==> src/rtl/rob_pkg.sv <==
// Shared ROB sizing and index/pointer types, used by the sequencer, the
// rename buffer and the reservation stations.
package rob_pkg;

  // Index MSB: depth = 2^(ROB+1) entries.
  localparam int ROB       = 2;
  localparam int ROB_DEPTH = 2 ** (ROB + 1);

  // Entry index as carried on the CDB and into the rename buffer.
  typedef logic [ROB:0]   robIdx_t;
  // Index plus wrap bit; the MSB distinguishes full from empty.
  typedef logic [ROB+1:0] robPtr_t;

endpackage : rob_pkg

==> src/rtl/rob_ptr.sv <==
// Wrap-bit pointer register: load has priority over increment, and the
// increment rolls the index over into the wrap bit naturally.
module rob_ptr #(
  parameter int W = 4
) (
  input  logic         clk,
  input  logic         resetn,
  input  logic         inc_i,
  input  logic         load_i,
  input  logic [W-1:0] load_val_i,
  output logic [W-1:0] ptr_o
);

  logic [W-1:0] ptr_q;
  logic [W-1:0] ptr_d;

  // Next pointer: load a new value, step by one, or hold.
  always_comb begin
    ptr_d = ptr_q;
    if (load_i) begin
      ptr_d = load_val_i;
    end else if (inc_i) begin
      ptr_d = ptr_q + {{(W-1){1'b0}}, 1'b1};
    end else begin
      ptr_d = ptr_q;
    end
  end

  // Pointer register, cleared asynchronously.
  always_ff @(posedge clk or negedge resetn) begin
    if (!resetn) begin
      ptr_q <= {W{1'b0}};
    end else begin
      ptr_q <= ptr_d;
    end
  end

  assign ptr_o = ptr_q;

endmodule : rob_ptr

==> src/rtl/rob_sequencer.sv <==
// Reorder-buffer sequencer: hands out entries in program order, tracks
// completion from the CDB, retires the head in order and rewinds the tail
// on a branch misprediction.
module rob_sequencer #(
  parameter int ROB = rob_pkg::ROB
) (
  input  logic         clk,
  input  logic         resetn,
  input  logic         allocReq,
  output logic         allocGrant,
  output logic [ROB:0] allocEntry,
  input  logic         doneValid,
  input  logic [ROB:0] doneEntry,
  output logic         commitValid,
  output logic [ROB:0] commitEntry,
  input  logic         flush,
  input  logic [ROB:0] flushEntry,
  output logic         robFull,
  output logic         robEmpty,
  output logic [ROB+1:0] robCount
);
  import rob_pkg::*;

  localparam int IW    = ROB + 1;
  localparam int PW    = ROB + 2;
  localparam int DEPTH = 1 << IW;

  logic [PW-1:0]    head_s;
  logic [PW-1:0]    tail_s;
  logic [IW-1:0]    head_idx_s;
  logic [PW-1:0]    count_s;
  logic             empty_s;
  logic             full_s;
  logic             grant_s;
  logic             commit_s;
  logic [IW-1:0]    flush_off_s;
  logic             flush_ok_s;
  logic [PW-1:0]    keep_cnt_s;
  logic [PW-1:0]    flush_tail_s;
  logic [IW-1:0]    done_off_s;
  logic             done_occ_s;
  logic             done_squash_s;
  logic [DEPTH-1:0] done_q;
  logic [DEPTH-1:0] done_d;

  // Distance of an index from the head, i.e. its age slot in the window.
  function automatic logic [IW-1:0] age_of(input logic [IW-1:0] idx,
                                            input logic [IW-1:0] head_idx);
    return idx - head_idx;
  endfunction

  rob_ptr #(.W(PW)) u_head (
    .clk        (clk),
    .resetn     (resetn),
    .inc_i      (commit_s),
    .load_i     (1'b0),
    .load_val_i ({PW{1'b0}}),
    .ptr_o      (head_s)
  );

  rob_ptr #(.W(PW)) u_tail (
    .clk        (clk),
    .resetn     (resetn),
    .inc_i      (grant_s),
    .load_i     (flush_ok_s),
    .load_val_i (flush_tail_s),
    .ptr_o      (tail_s)
  );

  assign head_idx_s = head_s[IW-1:0];
  assign count_s    = tail_s - head_s;
  assign empty_s    = (head_s == tail_s);
  assign full_s     = (head_s[IW-1:0] == tail_s[IW-1:0]) &&
                      (head_s[PW-1] != tail_s[PW-1]);

  // An entry is occupied when its age is below the current count. The
  // surviving count after a flush is the branch's age plus one; adding it to
  // head yields the new tail with the correct wrap bit.
  assign flush_off_s   = age_of(flushEntry, head_idx_s);
  assign flush_ok_s    = flush && ({1'b0, flush_off_s} < count_s);
  assign keep_cnt_s    = {1'b0, flush_off_s} + {{(PW-1){1'b0}}, 1'b1};
  assign flush_tail_s  = head_s + keep_cnt_s;
  assign done_off_s    = age_of(doneEntry, head_idx_s);
  assign done_occ_s    = ({1'b0, done_off_s} < count_s);
  assign done_squash_s = ({1'b0, done_off_s} >= keep_cnt_s);

  // Grant is gated by resetn so it is quiet while reset is held.
  assign grant_s  = resetn && allocReq && !full_s && !flush;
  assign commit_s = !empty_s && done_q[head_idx_s];

  // Done-bit update: squash, CDB set, then clears for new and retired slots.
  always_comb begin
    done_d = done_q;
    for (int i = 0; i < DEPTH; i++) begin
      if (flush_ok_s && ({1'b0, age_of(IW'(i), head_idx_s)} >= keep_cnt_s)) begin
        done_d[i] = 1'b0;
      end else begin
        done_d[i] = done_q[i];
      end
    end
    if (doneValid && done_occ_s && !(flush_ok_s && done_squash_s)) begin
      done_d[doneEntry] = 1'b1;
    end else begin
      done_d[doneEntry] = done_d[doneEntry];
    end
    if (grant_s) begin
      done_d[tail_s[IW-1:0]] = 1'b0;
    end else begin
      done_d[tail_s[IW-1:0]] = done_d[tail_s[IW-1:0]];
    end
    if (commit_s) begin
      done_d[head_idx_s] = 1'b0;
    end else begin
      done_d[head_idx_s] = done_d[head_idx_s];
    end
  end

  // Done-bit register, cleared asynchronously.
  always_ff @(posedge clk or negedge resetn) begin
    if (!resetn) begin
      done_q <= {DEPTH{1'b0}};
    end else begin
      done_q <= done_d;
    end
  end

  assign allocGrant  = grant_s;
  assign allocEntry  = tail_s[IW-1:0];
  assign commitValid = commit_s;
  assign commitEntry = head_idx_s;
  assign robFull     = full_s;
  assign robEmpty    = empty_s;
  assign robCount    = count_s;

endmodule : rob_sequencer

==> config.mk <==
export PLATFORM = sky130hd
export DESIGN_NAME = rob_sequencer
export DESIGN_NICKNAME = d
export VERILOG_FILES = /design/src/rtl/rob_pkg.sv /design/src/rtl/rob_ptr.sv /design/src/rtl/rob_sequencer.sv
export SDC_FILE = /design/constraint.sdc
export NUM_CORES = 1
export LEC_CHECK = 0
export CORE_MARGIN = 1
export CORE_UTILIZATION = 45
export CTS_BUF_LIST = sky130_fd_sc_hd__clkbuf_8
export DETAILED_ROUTE_END_ITERATION = 8
export GPL_TIMING_DRIVEN = 1
export PLACE_DENSITY_LB_ADDON = 0.25
export SETUP_SLACK_MARGIN = 0.02
export SYNTH_ARGS = -nofsm -noshare
export SYNTH_HDL_FRONTEND = slang
export SYNTH_SLANG_ARGS = --single-unit
==> constraint.sdc <==
create_clock -name clk -period 4.2 [get_ports clk]
set_input_delay 0.84 -clock clk [delete_from_list [all_inputs] [get_ports clk]]
set_output_delay 0.84 -clock clk [all_outputs]
set_load 0.005 [all_outputs]
-- After elaboration in Yosys (flattened, before gate mapping)
Cells that the tools add are included.
- register bits after elaboration: 16
- bits in latches: 0
- bits in writable memories: 0
- bits in read-only memories: 0
- bits of input ports: 11
- logic and storage cells: 98
- memories: 0
- add/sub/neg operators: 15
- multiply operators: 0
- div/mod/pow operators: 0
- magnitude comparators: 17
- equality and inequality tests: 3
- shifts and indexed selects: 0
- multiplexer cells: 30
- bitwise logic cells: 5
- reductions and logical operators: 25
- operators with widths (operator ; count):
    $ge A3 B4 Y1 ; 9
    $bwmux W8 ; 3
    $mux W8 ; 3
    $logic_and A1 B1 Y1 ; 20
    $and A8 B8 Y8 ; 2
    $not A8 Y8 ; 2
    $mux W1 ; 15
    $bmux W1 S3 ; 4
    $lt A3 B4 Y1 const B ; 3
    $sub A3 B3 Y3 const A ; 4
    $demux W1 S3 ; 3
    $ge A3 B1 Y1 const B ; 3
    $add A4 B1 Y4 const B ; 2
    $lt A3 B4 Y1 ; 2
    $mux W4 ; 2
    $or A8 B8 Y8 ; 1
    $sub A1 B3 Y3 const A ; 2
    $sub A2 B3 Y3 const A ; 2
    $sub A3 B3 Y3 ; 2
    $add A3 B1 Y4 const B ; 1
    $add A4 B4 Y4 ; 1
    $eq A4 B4 Y1 ; 1
    $logic_not A1 Y1 ; 4
    $sub A4 B4 Y4 ; 1
    3 further kinds ; 3

-- Depth between registers and ports, before layout
- depth after elaboration: 17
- mapped depth: 18

-- Hierarchy
From an unflattened synthesis, not the netlist that was laid out.
- cells, all modules: 332
- area total of the unflattened synthesis: 2633.8 sq um
- by module, submodules not included (module ; times used ; cells an instance ; area each (sq um) ; seq. area each (sq um)):
    rob_sequencer ; 1 ; 296 ; 2228.4 ; 200.2
    rob_ptr ; 2 ; 18 ; 202.7 ; 100.1

-- Least setup slack after synthesis
Ideal clock, no wire load.
- path type: flip-flop to flip-flop
- start point: reg u_head.ptr_q[0], in the netlist u_head.ptr_o[0]
- end point: reg done_q[6]
- data arrival time: 4.229 ns
- required time: 4.056 ns
- path slack: -0.174 ns
- stages on the path, launching flop included: 17
- period minus slack after synthesis: 4.374 ns
- cells stage by stage: dfrtp_1 > buf_2 > buf_1 > clkinv_1 > ha_1 > ha_1 > xor2_2 > ha_1 > or3_1 > nand4_1 > nor4_1 > a211oi_2 > nor4_2 > nor4_1 > o311ai_2 > a31oi_1 > a22oi_2
- longest elaborated chain between the ends: 17
- elaborated cells between the ends (all ways): 75
- classes of those cells: 12 x add/sub; 13 x order compare; 2 x eq/ne; 24 x mux; 4 x bitwise; 20 x reduce/logical
- ends and longest elaborated chain (item ; line ; text):
    start: declaration ; rob_ptr.sv:14 ; logic [W-1:0] ptr_q;
    start signal: assignment ; rob_ptr.sv:32 ; ptr_q <= {W{1'b0}};
    start signal: assignment ; rob_ptr.sv:34 ; ptr_q <= ptr_d;
    $sub A3 B3 Y3 or $sub A4 B4 Y4 (tied branches) ; rob_sequencer.sv:49, rob_sequencer.sv:71 ;
    $add A3 B1 Y4 or $lt A3 B4 Y1 (tied branches) ; rob_sequencer.sv:81, rob_sequencer.sv:80 ;
    $ge A3 B4 Y1 or $logic_and A1 B1 Y1 (tied branches) ; rob_sequencer.sv:95, rob_sequencer.sv:80 ;
    $logic_and A1 B1 Y1 ; rob_sequencer.sv:95 ; if (flush_ok_s && ({1'b0, age_of(IW'(i), head_idx_s)} >= keep_cnt_s)) begin
    $mux W1 ; rob_sequencer.sv:95 ;
    $bmux W1 S3 ; rob_sequencer.sv:104 ; done_d[doneEntry] = done_d[doneEntry];
    $mux W1 (implied by the code) ; rob_sequencer.sv:104 ;
    $bwmux W8 ; rob_sequencer.sv:104 ;
    (+2 left out) ; n/a ;
    $mux W1 (implied by the code) ; rob_sequencer.sv:109 ; done_d[tail_s[IW-1:0]] = done_d[tail_s[IW-1:0]];
    $bwmux W8 ; rob_sequencer.sv:109 ;
    $mux W8 ; rob_sequencer.sv:106 ; if (grant_s) begin
    $bmux W1 S3 ; rob_sequencer.sv:114 ; done_d[head_idx_s] = done_d[head_idx_s];
    $mux W1 (implied by the code) ; rob_sequencer.sv:114 ;
    $bwmux W8 ; rob_sequencer.sv:114 ;
    $mux W8 (*) ; rob_sequencer.sv:111 ; if (commit_s) begin
    net done_d[6] ; rob_sequencer.sv:44 ; logic [DEPTH-1:0] done_d;
    end signal: assignment ; rob_sequencer.sv:121 ; done_q <= {DEPTH{1'b0}};
    end signal: assignment ; rob_sequencer.sv:123 ; done_q <= done_d;
    end: declaration ; rob_sequencer.sv:43 ; logic [DEPTH-1:0] done_q;
Mark *: on every way through the listed nets, which the timed path passes. The rest lies on a longest branch. The select of a mux whose other input is x is not followed.
A chain may end at the register's enable or synchronous reset.

-- Worst setup path in the final report
- start point: in flushEntry[0]
- end point: reg done_q[5]
- longest elaborated chain between the ends: 17
- elaborated cells between the ends (all ways): 47
- classes of those cells: 2 x add/sub; 10 x order compare; 20 x mux; 3 x bitwise; 12 x reduce/logical
- ends and longest elaborated chain (item ; line ; text):
    start: declaration ; rob_sequencer.sv:17 ; input logic [ROB:0] flushEntry,
    $sub A3 B3 Y3 (*) ; rob_sequencer.sv:49 ; return idx - head_idx;
    $add A3 B1 Y4 or $lt A3 B4 Y1 (tied branches) ; rob_sequencer.sv:81, rob_sequencer.sv:80 ;
    $ge A3 B4 Y1 or $logic_and A1 B1 Y1 (tied branches) ; rob_sequencer.sv:95, rob_sequencer.sv:80 ;
    $logic_and A1 B1 Y1 ; rob_sequencer.sv:95 ;
    $mux W1 ; rob_sequencer.sv:95 ;
    $bmux W1 S3 ; rob_sequencer.sv:104 ;
    $mux W1 (implied by the code) ; rob_sequencer.sv:104 ;
    $bwmux W8 ; rob_sequencer.sv:104 ;
    (+2 left out) ; n/a ;
    $mux W1 (implied by the code) ; rob_sequencer.sv:109 ;
    $bwmux W8 ; rob_sequencer.sv:109 ;
    $mux W8 (*) ; rob_sequencer.sv:106 ;
    $bmux W1 S3 ; rob_sequencer.sv:114 ;
    $mux W1 (implied by the code) ; rob_sequencer.sv:114 ;
    $bwmux W8 ; rob_sequencer.sv:114 ;
    $mux W8 (*) ; rob_sequencer.sv:111 ;
    net done_d[5] ; rob_sequencer.sv:44 ;
Marked as above.

==> out/metrics.yaml <==
status: "completed"
synth_top_family_by_area: "compound AO/OA/AOI/OAI gates"
use_met2_pct: 47.5
tritoncts: "built"
cp.arrival_ps: 4260
numCtsBuffers: 3
synth_top_area_share_pct: 16.5
cp-start-kind: "input pin"
overflow: 0
setup-violations-final: 0
syn_area_um2: 2430
cpPeakStageDelay_ps: 380
ys.flop_type: "dfrtp_1"
layoutNonFillerInstCount: 433
vias: 2604
die_w_um: 75.4
drive_above_1_share_pct: 32.0
ys_seq_elements: 16
die_h_um: 75.4
synth_area_leaders: "dfrtp_1 (17%), ha_1 (13%), xnor2_1 (4.7%), a21oi_1 (3.5%), nand2_1 (3.4%)"
detail-route-antenna-nets: 0
fin_crit_sh_pct: 98.4
die_area_um2: 5690
grt_pass1_vias: 2438
ys_async_sr_fraction_pct: 100
dp_cells: 416
drtIter0Drc: 292
r2r_end: "done_q[5]"
synthMuxAreaShare_pct: 1.86
synth-seq-area-share_pct: 16.5
post-dp-hpwl_um: 5660
r2r_cells: 19
dpl-instance-area_um2: 3010
drc: 0
gp_congestion: 0.947
cp_max_fo: 5
ys_types: 72
cts_buffer_depth: 2
synth-simple-area-share_pct: 20.8
core_um2: 5140
synthXorXnorAreaFrac_pct: 8.46
synth_nets: 333
end_kind: "flip-flop"
worst_path_max_delay_cell: "a2111oi_1"
insertion_delay_ps: 260
clkSinkCount: 16
holdPathStages: 1
portBuffers: 24
h-tree-depth: 1
synthCells: 293
synth_edf_count: 0
holdPathEnd: "u_head.ptr_o[3]"
hold_start: "u_head.ptr_o[3]"
synth.avg_cell_area_um2: 8.28
use_met3_pct: 4.10
period_needed_ps: 4130
met1_usage_pct: 34.6
grt.total_usage_pct: 27.5
path_clk_slew_ps: 80
drtPass1Iterations: 5
grt_max_degree: 17
cp.buffers_inverters: 7
path_class: "in2reg"
cap_violations: 0
worstReg2RegStart: "u_head.ptr_o[1]"
fin_util_pct: 67.1
rows: 26
area_growth_pct: 42.2
cpLargestDelayFamily: "compound AO/OA/AOI/OAI gates"
final_common_cell: "buf_4"
final_cell_area_um2: 3450
gr-max-usage-layer: "met2"
wl_per_cell_um: 18.3
antenna_found_initial: 0
layout_common_cells: "buf_4 (55), nand2_1 (21), ha_1 (21)"
tns_ps: 0
grt_pass1_wl_um: 11600
slew-limit-headroom_pct: 59.5
viasPerCell: 6.01
cpMostUsedCell: "buf_4"
worst-slew-pin-transition_ps: 605
rrSetupSlack_ps: 290
cts-root-buf: "clkbuf_8"
num_antenna_cells: 0
fin_skew_ps: 11.2
synth_warnings: 0
slew_viol_final: 0
synth_top_area_cell: "dfrtp_1"
synthAdderAreaFrac_pct: 18.4
path_cells: "buf_6, inv_4, ha_4, inv_1, fa_2, xnor2_2, xnor2_2, buf_4, ha_4, o21ai_2, o21ai_1, o211ai_1, nand2_2, buf_8, o2111ai_2, a21oi_2, nor3_1, buf_4, nor4_4, buf_4, a2111oi_1, nor2_1"
wirelength_um: 7920
synth_compound_area_share_pct: 25.8
critPathRequiredTime_ps: 4330
fmax_mhz: 242
hold_path.class: "reg2reg"
nNetsFinal: 404
hold_viol: 0
initial_core_util_pct: 47.2
num_io_pins: 25
==> worst max path at each step <==
stage	from	slack, ps	end	depth (start not counted)
after detailed placement	flushEntry[0]	-620	done_q[4]	17
after floorplan	flushEntry[0]	30	done_q[4]	17
after CTS	flushEntry[0]	30	done_q[4]	21
final	flushEntry[0]	70	done_q[5]	22
after global placement	flushEntry[0]	-510	done_q[4]	17
after global routing	flushEntry[0]	-50	done_q[5]	22
==> sequential cells by signal, summed over array words and instances, names as in the netlist <==
register and count:
done_q 8, u_tail.ptr_o 4, u_head.ptr_o 4
==> metal layers <==
layer | vias up | wire [µm]
met5 | - | 0
met4 | 0 | 272
met3 | 26 | 441
met2 | 114 | 3920
met1 | 1248 | 3290
li1 | 1216 | -
==> synthesized netlist by cell type (3+ instances only) <==
library cell	count
nand2_1	22
nand3b_1	3
dfrtp_1	16
a211oi_1	3
buf_4	6
nor2b_1	5
a21oi_1	17
a2111oi_0	4
a31oi_1	6
nand4_1	4
xor2_1	4
o21ai_0	14
o211ai_1	4
nor3_1	7
inv_1	21
nor2_1	20
maj3_1	4
fa_1	4
xnor2_1	13
nand3_1	10
o21a_1	4
clkinv_1	4
buf_2	6
nand2b_1	4
nor4_1	5
ha_1	25
o22ai_1	5
==> what timing repair did <==
action                                  CTS  global route
pin swaps                                19            25
gates resized for setup                  25            42
hold endpoints to repair                  0             0
gates cloned                              0             1
endpoints found under the setup margin    8             8
hold buffers                              0             0
setup buffers                             8             5
==> per-stage QoR <==
step | hold slack (ps) | setup slack, ps
floorplan | 536 | 32.8
global placement | 560 | -511
detailed placement | 579 | -616
CTS | 590 | 29.4
global route | 658 | -53.6
finish | 597 | 67.7
==> layout make-up <==
cell class                      count  area [µm²]
Sequential cell                    16         400
Fill cell                         403        1690
Timing Repair Buffer               82         706
Inverter                           26         103
Clock buffer                        4        55.1
Tap cell                           70        87.6
Multi-Input combinational cell    235        2100
==> cells by family (layout without fill, tap and decap cells) <==
logic type               count (synthesis)  count (layout)
AND/OR/NAND/NOR                         95              95
buffers and inverters                   42             112
AO/OA/AOI/OAI                           84              84
adder cells (fa/ha/maj)                 34              34
multiplexers                             2               2
flip-flops                              16              16
XOR/XNOR                                20              20
Power is left out: the tool's default activity adds up to more than one toggle a clock period on the data nets, which glitch-free logic cannot reach.
